`config.mk`:
```
export PLATFORM = sky130hd
export DESIGN_NAME = pipe_stage_reg
export DESIGN_NICKNAME = d
export VERILOG_FILES = /design/src/rtl/pipe_stage_reg_pkg.sv /design/src/rtl/pipe_skid_slot.sv /design/src/rtl/pipe_stage_reg.sv
export SDC_FILE = /design/constraint.sdc
export NUM_CORES = 1
export LEC_CHECK = 0
export CORE_MARGIN = 2
export CORE_UTILIZATION = 46
export DETAILED_ROUTE_END_ITERATION = 10
export PLACE_DENSITY = 0.83
export SLEW_MARGIN = 30
export SYNTH_ARGS = -nofsm -noshare
export SYNTH_HDL_FRONTEND = slang
export SYNTH_SLANG_ARGS = --single-unit
```
`constraint.sdc`:
```
create_clock -name clk -period 2.2 [get_ports clk]
set_input_delay 0.22 -clock clk [delete_from_list [all_inputs] [get_ports clk]]
set_output_delay 0.22 -clock clk [all_outputs]
set_load 0.01 [all_outputs]
```
`src/rtl/pipe_stage_reg_pkg.sv`:
```
`default_nettype none
// +----------------------------------------------------------------------------+
// | Module      : pipe_stage_reg_pkg                                           |
// | Description : Shared definitions for the valid/ready pipeline register:    |
// |               slot state encodings, occupancy width, MIPS ctrl layout.     |
// | Revision    : 1.0  initial release                                         |
// +----------------------------------------------------------------------------+
package pipe_stage_reg_pkg;

    localparam logic [1:0] c_ST_EMPTY = 2'd0;
    localparam logic [1:0] c_ST_ONE   = 2'd1;
    localparam logic [1:0] c_ST_FULL  = 2'd2;

    typedef enum logic [1:0] {
        ST_EMPTY = c_ST_EMPTY,
        ST_ONE   = c_ST_ONE,
        ST_FULL  = c_ST_FULL
    } slot_state_e;

    // Field offsets inside the control bundle, shared by every MIPS stage boundary
    localparam int c_CTRL_REGDST    = 0;
    localparam int c_CTRL_ALUSRC    = 1;
    localparam int c_CTRL_MEMTOREG  = 2;
    localparam int c_CTRL_REGWRITE  = 3;
    localparam int c_CTRL_MEMREAD   = 4;
    localparam int c_CTRL_MEMWRITE  = 5;
    localparam int c_CTRL_BRANCH    = 6;
    localparam int c_CTRL_ALUOP_LSB = 7;
    localparam int c_CTRL_ALUOP_W   = 2;
    localparam int c_CTRL_FUNCT_LSB = 9;
    localparam int c_CTRL_FUNCT_W   = 6;
    localparam int c_CTRL_USED_W    = 15;

    // Each stage holds at most two entries, so 2*depth+1 distinct counts
    function automatic int occ_width(input int depth);
        return $clog2(2 * depth + 1);
    endfunction

    function automatic logic [15:0] pack_mips_ctrl(
        input logic       reg_dst,
        input logic       alu_src,
        input logic       mem_to_reg,
        input logic       reg_write,
        input logic       mem_read,
        input logic       mem_write,
        input logic       branch,
        input logic [1:0] alu_op,
        input logic [5:0] funct
    );
        logic [15:0] v;
        v = '0;
        v[c_CTRL_REGDST]   = reg_dst;
        v[c_CTRL_ALUSRC]   = alu_src;
        v[c_CTRL_MEMTOREG] = mem_to_reg;
        v[c_CTRL_REGWRITE] = reg_write;
        v[c_CTRL_MEMREAD]  = mem_read;
        v[c_CTRL_MEMWRITE] = mem_write;
        v[c_CTRL_BRANCH]   = branch;
        v[c_CTRL_ALUOP_LSB +: c_CTRL_ALUOP_W] = alu_op;
        v[c_CTRL_FUNCT_LSB +: c_CTRL_FUNCT_W] = funct;
        return v;
    endfunction

endpackage
`default_nettype wire

```
`src/rtl/pipe_skid_slot.sv`:
```
`default_nettype none
// +----------------------------------------------------------------------------+
// | Module      : pipe_skid_slot                                               |
// | Description : One pipeline stage: two-entry skid slot (SKID=1) or single   |
// |               register with combinational ready pass-through (SKID=0).     |
// | Revision    : 1.0  initial release                                         |
// +----------------------------------------------------------------------------+
module pipe_skid_slot
    import pipe_stage_reg_pkg::*;
#(
    parameter int DATA_W     = 128,
    parameter int CTRL_W     = 16,
    parameter int SKID       = 1,
    parameter int FLUSH_DATA = 0
) (
    input  logic              clk,
    input  logic              rst,
    input  logic              stall,
    input  logic              flush,
    input  logic              in_valid,
    output logic              in_ready,
    input  logic [DATA_W-1:0] in_data,
    input  logic [CTRL_W-1:0] in_ctrl,
    output logic              out_valid,
    input  logic              out_ready,
    output logic [DATA_W-1:0] out_data,
    output logic [CTRL_W-1:0] out_ctrl
);

    slot_state_e       r_state_q;
    slot_state_e       w_state_d;
    logic [DATA_W-1:0] r_main_data_q;
    logic [DATA_W-1:0] w_main_data_d;
    logic [CTRL_W-1:0] r_main_ctrl_q;
    logic [CTRL_W-1:0] w_main_ctrl_d;
    logic [DATA_W-1:0] r_skid_data_q;
    logic [DATA_W-1:0] w_skid_data_d;
    logic [CTRL_W-1:0] r_skid_ctrl_q;
    logic [CTRL_W-1:0] w_skid_ctrl_d;
    logic              w_accept;
    logic              w_drain;

    generate
        if (SKID != 0) begin : g_skid
            // Ready depends only on the local skid flop, breaking the ready chain
            assign in_ready = !stall && (r_state_q != ST_FULL);
        end else begin : g_pass
            assign in_ready = !stall && ((r_state_q == ST_EMPTY) || out_ready);
        end
    endgenerate

    assign out_valid = (r_state_q != ST_EMPTY);
    assign out_data  = r_main_data_q;
    assign out_ctrl  = r_main_ctrl_q;

    assign w_accept = in_valid && in_ready;
    assign w_drain  = out_valid && out_ready && !stall;

    always_comb begin
        w_state_d     = r_state_q;
        w_main_data_d = r_main_data_q;
        w_main_ctrl_d = r_main_ctrl_q;
        w_skid_data_d = r_skid_data_q;
        w_skid_ctrl_d = r_skid_ctrl_q;

        if (flush) begin
            w_state_d     = ST_EMPTY;
            w_main_ctrl_d = '0;
            w_skid_ctrl_d = '0;
            if (FLUSH_DATA != 0) begin
                w_main_data_d = '0;
                w_skid_data_d = '0;
            end
        end else begin
            case (r_state_q)
                ST_EMPTY: begin
                    if (w_accept) begin
                        w_state_d     = ST_ONE;
                        w_main_data_d = in_data;
                        w_main_ctrl_d = in_ctrl;
                    end
                end
                ST_ONE: begin
                    if (w_accept && w_drain) begin
                        w_main_data_d = in_data;
                        w_main_ctrl_d = in_ctrl;
                    end else if (w_accept) begin
                        w_state_d     = ST_FULL;
                        w_skid_data_d = in_data;
                        w_skid_ctrl_d = in_ctrl;
                    end else if (w_drain) begin
                        w_state_d = ST_EMPTY;
                    end
                end
                ST_FULL: begin
                    if (w_drain) begin
                        w_state_d     = ST_ONE;
                        w_main_data_d = r_skid_data_q;
                        w_main_ctrl_d = r_skid_ctrl_q;
                    end
                end
                default: begin
                    w_state_d = ST_EMPTY;
                end
            endcase
        end
    end

    always_ff @(posedge clk or negedge rst) begin
        if (!rst) begin
            r_state_q     <= ST_EMPTY;
            r_main_data_q <= '0;
            r_main_ctrl_q <= '0;
            r_skid_data_q <= '0;
            r_skid_ctrl_q <= '0;
        end else begin
            r_state_q     <= w_state_d;
            r_main_data_q <= w_main_data_d;
            r_main_ctrl_q <= w_main_ctrl_d;
            r_skid_data_q <= w_skid_data_d;
            r_skid_ctrl_q <= w_skid_ctrl_d;
        end
    end

endmodule
`default_nettype wire

```
`src/rtl/pipe_stage_reg.sv`:
```
`default_nettype none
// +----------------------------------------------------------------------------+
// | Module      : pipe_stage_reg                                               |
// | Description : DEPTH cascaded valid/ready pipeline stages with flush,       |
// |               stall, occupancy count and saturating flush-event counter.   |
// | Revision    : 1.0  initial release                                         |
// +----------------------------------------------------------------------------+
module pipe_stage_reg
    import pipe_stage_reg_pkg::*;
#(
    parameter int DATA_W     = 128,
    parameter int CTRL_W     = 16,
    parameter int DEPTH      = 1,
    parameter int SKID       = 1,
    parameter int FLUSH_DATA = 0
) (
    input  logic                             clk,
    input  logic                             rst,
    input  logic                             in_valid,
    output logic                             in_ready,
    input  logic [DATA_W-1:0]                in_data,
    input  logic [CTRL_W-1:0]                in_ctrl,
    output logic                             out_valid,
    input  logic                             out_ready,
    output logic [DATA_W-1:0]                out_data,
    output logic [CTRL_W-1:0]                out_ctrl,
    input  logic                             stall,
    input  logic                             flush,
    output logic [$clog2(2*DEPTH+1)-1:0]     occupancy,
    output logic [15:0]                      flush_cnt
);

    localparam int c_OCC_W = occ_width(DEPTH);

    logic [DEPTH:0]       w_valid;
    logic [DEPTH:0]       w_ready;
    logic [DATA_W-1:0]    w_data [DEPTH+1];
    logic [CTRL_W-1:0]    w_ctrl [DEPTH+1];
    logic                 w_accept;
    logic                 w_drain;
    logic [c_OCC_W-1:0]   r_occ_q;
    logic [c_OCC_W-1:0]   w_occ_d;
    logic [15:0]          r_flush_cnt_q;
    logic [15:0]          w_flush_cnt_d;

    assign w_valid[0]     = in_valid;
    assign w_data[0]      = in_data;
    assign w_ctrl[0]      = in_ctrl;
    assign w_ready[DEPTH] = out_ready;

    generate
        for (genvar gi = 0; gi < DEPTH; gi++) begin : g_stage
            pipe_skid_slot #(
                .DATA_W     (DATA_W),
                .CTRL_W     (CTRL_W),
                .SKID       (SKID),
                .FLUSH_DATA (FLUSH_DATA)
            ) u_slot (
                .clk       (clk),
                .rst       (rst),
                .stall     (stall),
                .flush     (flush),
                .in_valid  (w_valid[gi]),
                .in_ready  (w_ready[gi]),
                .in_data   (w_data[gi]),
                .in_ctrl   (w_ctrl[gi]),
                .out_valid (w_valid[gi+1]),
                .out_ready (w_ready[gi+1]),
                .out_data  (w_data[gi+1]),
                .out_ctrl  (w_ctrl[gi+1])
            );
        end
    endgenerate

    // Hold in_ready low for the whole reset window, not just until the first edge
    assign in_ready  = w_ready[0] && rst;
    assign out_valid = w_valid[DEPTH];
    assign out_data  = w_data[DEPTH];
    assign out_ctrl  = w_valid[DEPTH] ? w_ctrl[DEPTH] : '0;

    assign w_accept = in_valid && in_ready;
    assign w_drain  = out_valid && out_ready && !stall;

    always_comb begin
        w_occ_d       = r_occ_q;
        w_flush_cnt_d = r_flush_cnt_q;
        if (flush) begin
            w_occ_d = '0;
            if ((r_occ_q != '0) && (r_flush_cnt_q != 16'hFFFF)) begin
                w_flush_cnt_d = r_flush_cnt_q + 16'd1;
            end
        end else begin
            w_occ_d = r_occ_q
                    + {{(c_OCC_W-1){1'b0}}, w_accept}
                    - {{(c_OCC_W-1){1'b0}}, w_drain};
        end
    end

    always_ff @(posedge clk or negedge rst) begin
        if (!rst) begin
            r_occ_q       <= '0;
            r_flush_cnt_q <= '0;
        end else begin
            r_occ_q       <= w_occ_d;
            r_flush_cnt_q <= w_flush_cnt_d;
        end
    end

    assign occupancy = r_occ_q;
    assign flush_cnt = r_flush_cnt_q;

endmodule
`default_nettype wire

```
== Word-level counts from Yosys, hierarchy flattened ==
Index checks and enable logic that the tools add are counted.
Word-level totals
  logic and storage cells: 68
  input bits: 150
  flip-flop bits (word level): 308
Operators by class
  reduce and logical (&&, ||, !) cells: 22
  add/subtract/negate cells: 3
  equal/unequal tests: 13
  bitwise logic cells: 2
  muxes and demuxes: 21
Operators by type and width (count)
  $mux W128: 3
  $pmux W128 S3: 1
  $mux W16: 8
  $pmux W16 S3: 1
  $add A16 B1 Y16 const B: 1
  $ne A16 B16 Y1 const B: 1
  $mux W2: 7
  $reduce_and A4 Y1: 3
  $ne A3 B2 Y1 const B: 3
  $logic_and A1 B1 Y1: 8
  $reduce_bool A2 Y1: 4
  $ne A2 B1 Y1 const B: 3
  $pmux W2 S3: 1
  $reduce_and A5 Y1: 1
  $ne A2 B2 Y1 const B: 2
  $ne A4 B2 Y1 const B: 1
  $reduce_bool A4 Y1: 1
  $ne A3 B3 Y1 const B: 1
  $reduce_and A3 Y1: 1
  $reduce_bool A3 Y1: 1
  $add A2 B1 Y2: 1
  $eq A2 B1 Y1 const B: 1
  $eq A2 B2 Y1 const B: 1
  $logic_not A2 Y1: 1
  4 further kinds: 5

== Longest topological paths before layout ==
  depth after elaboration: 8
  mapped depth: 13
  mapped depth without buffers: 10

== Cells and area by module ==
Synthesis repeated with hierarchy kept, for this count alone.
Second synthesis, totals
  cell total of the unflattened synthesis: 1171
  area, all modules: 13720.7 µm²
Modules (own cells, without submodules)
  pipe_skid_slot: cells each 1068, instances 1, area each 12693.4 µm²
  pipe_stage_reg: cells each 103, instances 1, area each 1027.2 µm²

== Worst setup path after synthesis ==
No wires, ideal clock.
  path type: flip-flop to flip-flop
  start: register g_stage[0].u_slot.r_state_q[0]
  end: register r_occ_q[1], in the netlist occupancy[1]
  arrival: 2396 ps
  cell stages (with the launch flop): 14
  library setup time: 132 ps
  period minus slack after synthesis: 2528 ps
  path buffers: 3
  slack: -328 ps
  cells stage by stage: dfrtp_1 > inv_1 > ha_1 > buf_6 > buf_2 > buf_2 > nor3b_1 > nand2_1 > ha_1 > inv_1 > ha_1 > xor2_1 > xnor2_1 > nor2_1
On the way
  word-level cells in the longest chain between the ends: 7
  elaborated cells between the ends (all ways): 10
  classes of those cells: add/sub: 2; eq/ne: 1; mux: 1; reduce/logical: 6
Ends and longest elaborated chain
  from (decl): line pipe_skid_slot.sv:30  | slot_state_e r_state_q;
  from (signal assigned): line pipe_skid_slot.sv:117  | r_state_q <= w_state_d;
  $ne A2 B2 Y1: line pipe_skid_slot.sv:46  | assign in_ready = !stall && (r_state_q != ST_FULL);
  $logic_and A1 B1 Y1: line pipe_skid_slot.sv:46
  $logic_and A1 B1 Y1: line pipe_stage_reg.sv:76  | assign in_ready = w_ready[0] && rst;
  named net in_ready: line pipe_stage_reg.sv:20  | output logic in_ready,
  $logic_and A1 B1 Y1: line pipe_stage_reg.sv:81  | assign w_accept = in_valid && in_ready;
  $add A2 B1 Y2: line pipe_stage_reg.sv:94  | + {{(c_OCC_W-1){1'b0}}, w_accept}
  $sub A2 B1 Y2: line pipe_stage_reg.sv:95  | - {{(c_OCC_W-1){1'b0}}, w_drain};
  $mux W2: line pipe_stage_reg.sv:87  | if (flush) begin
  named net w_occ_d[1]: line pipe_stage_reg.sv:42  | logic [c_OCC_W-1:0] w_occ_d;
  to (signal assigned): line pipe_stage_reg.sv:104  | r_occ_q <= w_occ_d;
  to (decl): line pipe_stage_reg.sv:41  | logic [c_OCC_W-1:0] r_occ_q;
The timed path passes the listed nets, and every way through them passes these cells.
A chain may end at the register's enable or synchronous reset.

== Worst setup path after layout ==
  start: register g_stage[0].u_slot.r_state_q[1]
  end: register g_stage[0].u_slot.r_main_data_q[27]
On the way
  word-level cells in the longest chain between the ends: 6
  elaborated cells between the ends (all ways): 16
  classes of those cells: eq/ne: 6; mux: 1; reduce/logical: 9
Ends and longest elaborated chain
  $ne A2 B2 Y1 / $reduce_bool A2 Y1 (equally long branches): line pipe_skid_slot.sv:46, pipe_skid_slot.sv:52
  $logic_and A1 B1 Y1 (on tied branches): line pipe_skid_slot.sv:46, pipe_skid_slot.sv:57
  $logic_and A1 B1 Y1 (on tied branches): line pipe_skid_slot.sv:56, pipe_skid_slot.sv:57
  $logic_and A1 B1 Y1: line pipe_skid_slot.sv:84  | if (w_accept && w_drain) begin
  $ne A2 B1 Y1 (no source line)
  $reduce_and A5 Y1 (no source line)
  to (signal assigned): line pipe_skid_slot.sv:118  | r_main_data_q <= w_main_data_d;
  to (decl): line pipe_skid_slot.sv:32  | logic [DATA_W-1:0] r_main_data_q;
Several ways; a longest one is shown, not always the timed one.

==> summary.txt <==
Global routing
  • Overall Global Routing Usage: 0.2045
  • Initial antenna violation count: 1
  • First-pass GRT wire length: 51740 um
  • Vias in the first global route: 9569
  • Pin count of the biggest net entering global routing: 160
  • Total gr overflow: 0

Synth
  • Mapped cell area: 13980 sq um
  • Post-synthesis mux area share: 0.3231
  • Synth Area in XOR/XNOR: 0.01003
  • Synthesized instance count: 973
  • EDFF count, synth: 0
  • Synthesized-area fraction occupied by and/or/nand/nor cells: 0.04887
  • Predominant post-synthesis flop cell: dfrtp_1
  • Number of synthesized register bits: 308
  • Ys Warns: 0
  • Synth Area in Adders: 0.006266
  • Average cell area after synthesis: 14.37 sq um
  • Largest family of logic cells by synthesized area: multiplexers
  • Unique masters post-synth: 46
  • Post-synth ARST share: 1.000
  • Complex-gate fraction of the synthesized area: 0.02095
  • Syn Nets: 1130
  • Sequential element share of the synthesized area: 0.5514

Drt
  • DR pass1 iterations: 4
  • Vias per cell: 5.181
  • Drt wl/cell: 18.96 um
  • Drt initial violations: 391
  • Final wirelength: 32970 um
  • Via count: 9010
  • DR DRC count: 0
  • Final ANT Viol Nets: 0

Timing
  • Final Max Slew Viols: 0
  • Hold Slack: 0.2792 ns
  • Period utilization: 0.9883
  • Max Clock Skew: 0.01006 ns
  • Worst rel slew slack: 0.3827
  • Final worst slack: 0.02570 ns
  • RSZ-0062 raised after global routing: true
  • Worst-margin pin slew: 0.9260 ns
  • Peak Freq: 459.9 MHz
  • Final hold violations: 0
  • TNS Setup: 0 ns
  • Minimum clock period: 2.174 ns
  • Setup violations, final: 0

Setup path
  • Worst Setup End Kind: register
  • Crit start category: register
  • Max incr delay on CP: 0.44 ns
  • CP most frequent cell: buf_12
  • Worst-path cell chain: ha_4 > or3_4 > o31ai_4 > o21a_4 > buf_12 > buf_12 > buf_16 > mux2_4
  • Worst Path Max Fanout: 8
  • Slowest CP cell: dfrtp_2
  • CP delay by family, top: flip-flops
  • CP Data Required Time: 2.58 ns
  • Bufs and invs on worst path: 3
  • WP data arrival: 2.56 ns
  • Crit Path Class: register to register

Pwr
  • Leak: 0.008430 uW
  • Switching pwr: 4992 uW
  • Net Sw Frac: 0.2603
  • Sequential power share: 0.430
  • VDD IR max: 0.7999 mV
  • Int Pwr: 14190 uW
  • Clk pwr share: 0.293
  • Pwr per Cell Area: 987.6 nW/um^2
  • Comb power frac: 0.277

Clock network
  • Clk Latency, worst-skew pair: 0.50 ns
  • H-tree lvl count: 2
  • TritonCTS clock tree: yes
  • Clock root buffer: clkbuf_16
  • Clock sink total: 308
  • Clock Tree Buf Depth: 3
  • Clock transition at path regs: 0.06 ns
  • Num CTS Buffers: 35

Placement
  • Pre-CTS WS: -0.1763 ns
  • PortBufs: 313
  • Hpwl dp: 21410 um
  • Final GP Congestion: 0.8294

Min path
  • Min-Delay Path Class: input pin to async pin

Floorplan
  • Die extent in x: 178.3 um
  • Ports: 314
  • Die Height: 178.3 um
  • Initial Util: 0.4691
  • Num rows: 63
  • Full die area: 31800 sq um
  • Core area: 29800 sq um

Cells and area
  • Commonest non-fill, non-tap cell in the layout: dfrtp_1
  • Nets@finish: 1485
  • Synthesis-to-layout area growth: 38.95%
  • Share of layout cells above drive strength 1: 0.3188
  • N_diodes: 0
  • Most frequent cells in the layout: 307 x dfrtp_1, 295 x clkdlybuf4s50_1, 235 x mux2_2, 83 x mux2_1, 68 x mux2_4

Outcome
  • Outcome: complete, no violations

Job
  • # Max-Cap Violations: 0
-- state kept, by name, indices dropped and copies added (netlist names) --
register	cells
g_stage.u_slot.r_skid_ctrl_q	16
g_stage.u_slot.out_data	128
flush_cnt	16
g_stage.u_slot.r_state_q	2
g_stage.u_slot.out_ctrl	16
g_stage.u_slot.r_skid_data_q	128
occupancy	2
-- per-layer routing --
layer | part of all wire | vias up | track usage
li1 | - | 4165 | -
met1 | 0.41 | 4532 | 0.2498
met4 | 0.025 | 0 | 0.05928
met5 | 0 | - | 0
met2 | 0.49 | 249 | 0.3493
met3 | 0.073 | 64 | 0.06223
-- cell families (layout without fill, tap and decap cells) --
| kind of cell | Yosys count | in the layout |
|---|---|---|
| mux | 403 | 403 |
| flops | 308 | 308 |
| simple gates | 132 | 132 |
| buf+inv | 64 | 440 |
| compound gates | 43 | 43 |
| xor+xnor | 16 | 16 |
| fa+ha+maj | 7 | 7 |
-- final cells by class --
type / count / area (sq um)
Timing Repair Buffer: 376 / 4034
Clock inverter: 5 / 75.07
Clock buffer: 53 / 1026
Sequential cell: 308 / 7709
Fill cell: 2118 / 10370
Multi-Input combinational cell: 601 / 6070
Tap cell: 390 / 488.0
Inverter: 6 / 22.52
-- repair_timing --
| item | 4_1_cts | 5_1_grt |
|---|---|---|
| gates resized for setup | 101 | 14 |
| hold buffers | 1 | 0 |
| cloned | 4 | 1 |
| pin swaps | 3 | 5 |
| hold endpoints to repair | 308 | 0 |
| setup buffers | 9 | 3 |
| setup endpoints to repair | 158 | 132 |
-- stage by stage --
step	cell area, sq um	power (uW)	util	std cells
after floorplan	14000	10300	-	973
after global placement	17710	12850	0.5944	1664
after detailed placement	17720	13080	0.5946	1664
after CTS	19330	19310	0.6487	1735
after global routing	19420	20130	0.6519	1739
final	19420	19180	0.6519	1739
-- power by group through the flow --
stage | clock (uW) | combinational, uW | sequential, uW
2_1_floorplan | 0 | 1820 | 8480
3_3_place_gp | 0 | 4670 | 8190
3_5_place_dp | 0 | 4790 | 8280
4_1_cts | 5770 | 5300 | 8250
5_1_grt | 6000 | 5660 | 8470
6_report | 5620 | 5310 | 8250
-- cells in the mapped netlist, types with 2 or more instances --
library cell  number  area [sq um]
mux2_2           241          2714
buf_1              2         7.510
ha_1               7         87.58
xor2_1            12         105.1
buf_12            11         220.2
mux2i_1           17         170.2
o211ai_1          16         120.1
nand2_1           55         206.5
inv_1              5         18.77
nor2b_1           17         106.4
nor2_1             9         33.78
dfrtp_1          308          7707
nor3_1             6         30.03
xnor2_1            4         35.03
nand4_1            6         37.54
mux2_1           145          1633
buf_2              6         30.03
nor4_1             3         18.77
nand2b_1          18         112.6
or2_2              2         12.51
and3_1             2         12.51
buf_6             16         180.2
nand3_1            6         30.03
clkbuf_1          22         82.58
a21oi_1           16         80.08
-- worst register-to-register path, cell delays in order (launching register included) --
cell and delay, ns:
dfrtp_2 0.44, ha_4 0.20, or3_4 0.41, o31ai_4 0.08
o21a_4 0.22, buf_12 0.15, buf_12 0.12, buf_16 0.14
mux2_4 0.31
-- final timing paths --
kind,slack [ns],start,cells after the start,end
setup / recovery,0.03,g_stage[0].u_slot.r_state_q[1],8,g_stage[0].u_slot.out_data[27]
hold / removal,0.28,rst,3,g_stage[0].u_slot.out_ctrl[9]
setup reg to reg,0.03,g_stage[0].u_slot.r_state_q[1],8,g_stage[0].u_slot.out_data[27]
hold reg to reg,0.48,g_stage[0].u_slot.r_skid_data_q[73],1,g_stage[0].u_slot.r_skid_data_q[73]
max in group asynchronous,1.03,rst,4,g_stage[0].u_slot.out_data[13]
min in group clk,0.30,in_ctrl[2],3,g_stage[0].u_slot.r_skid_ctrl_q[2]
Note: power is estimated with default switching activity, not from simulation.
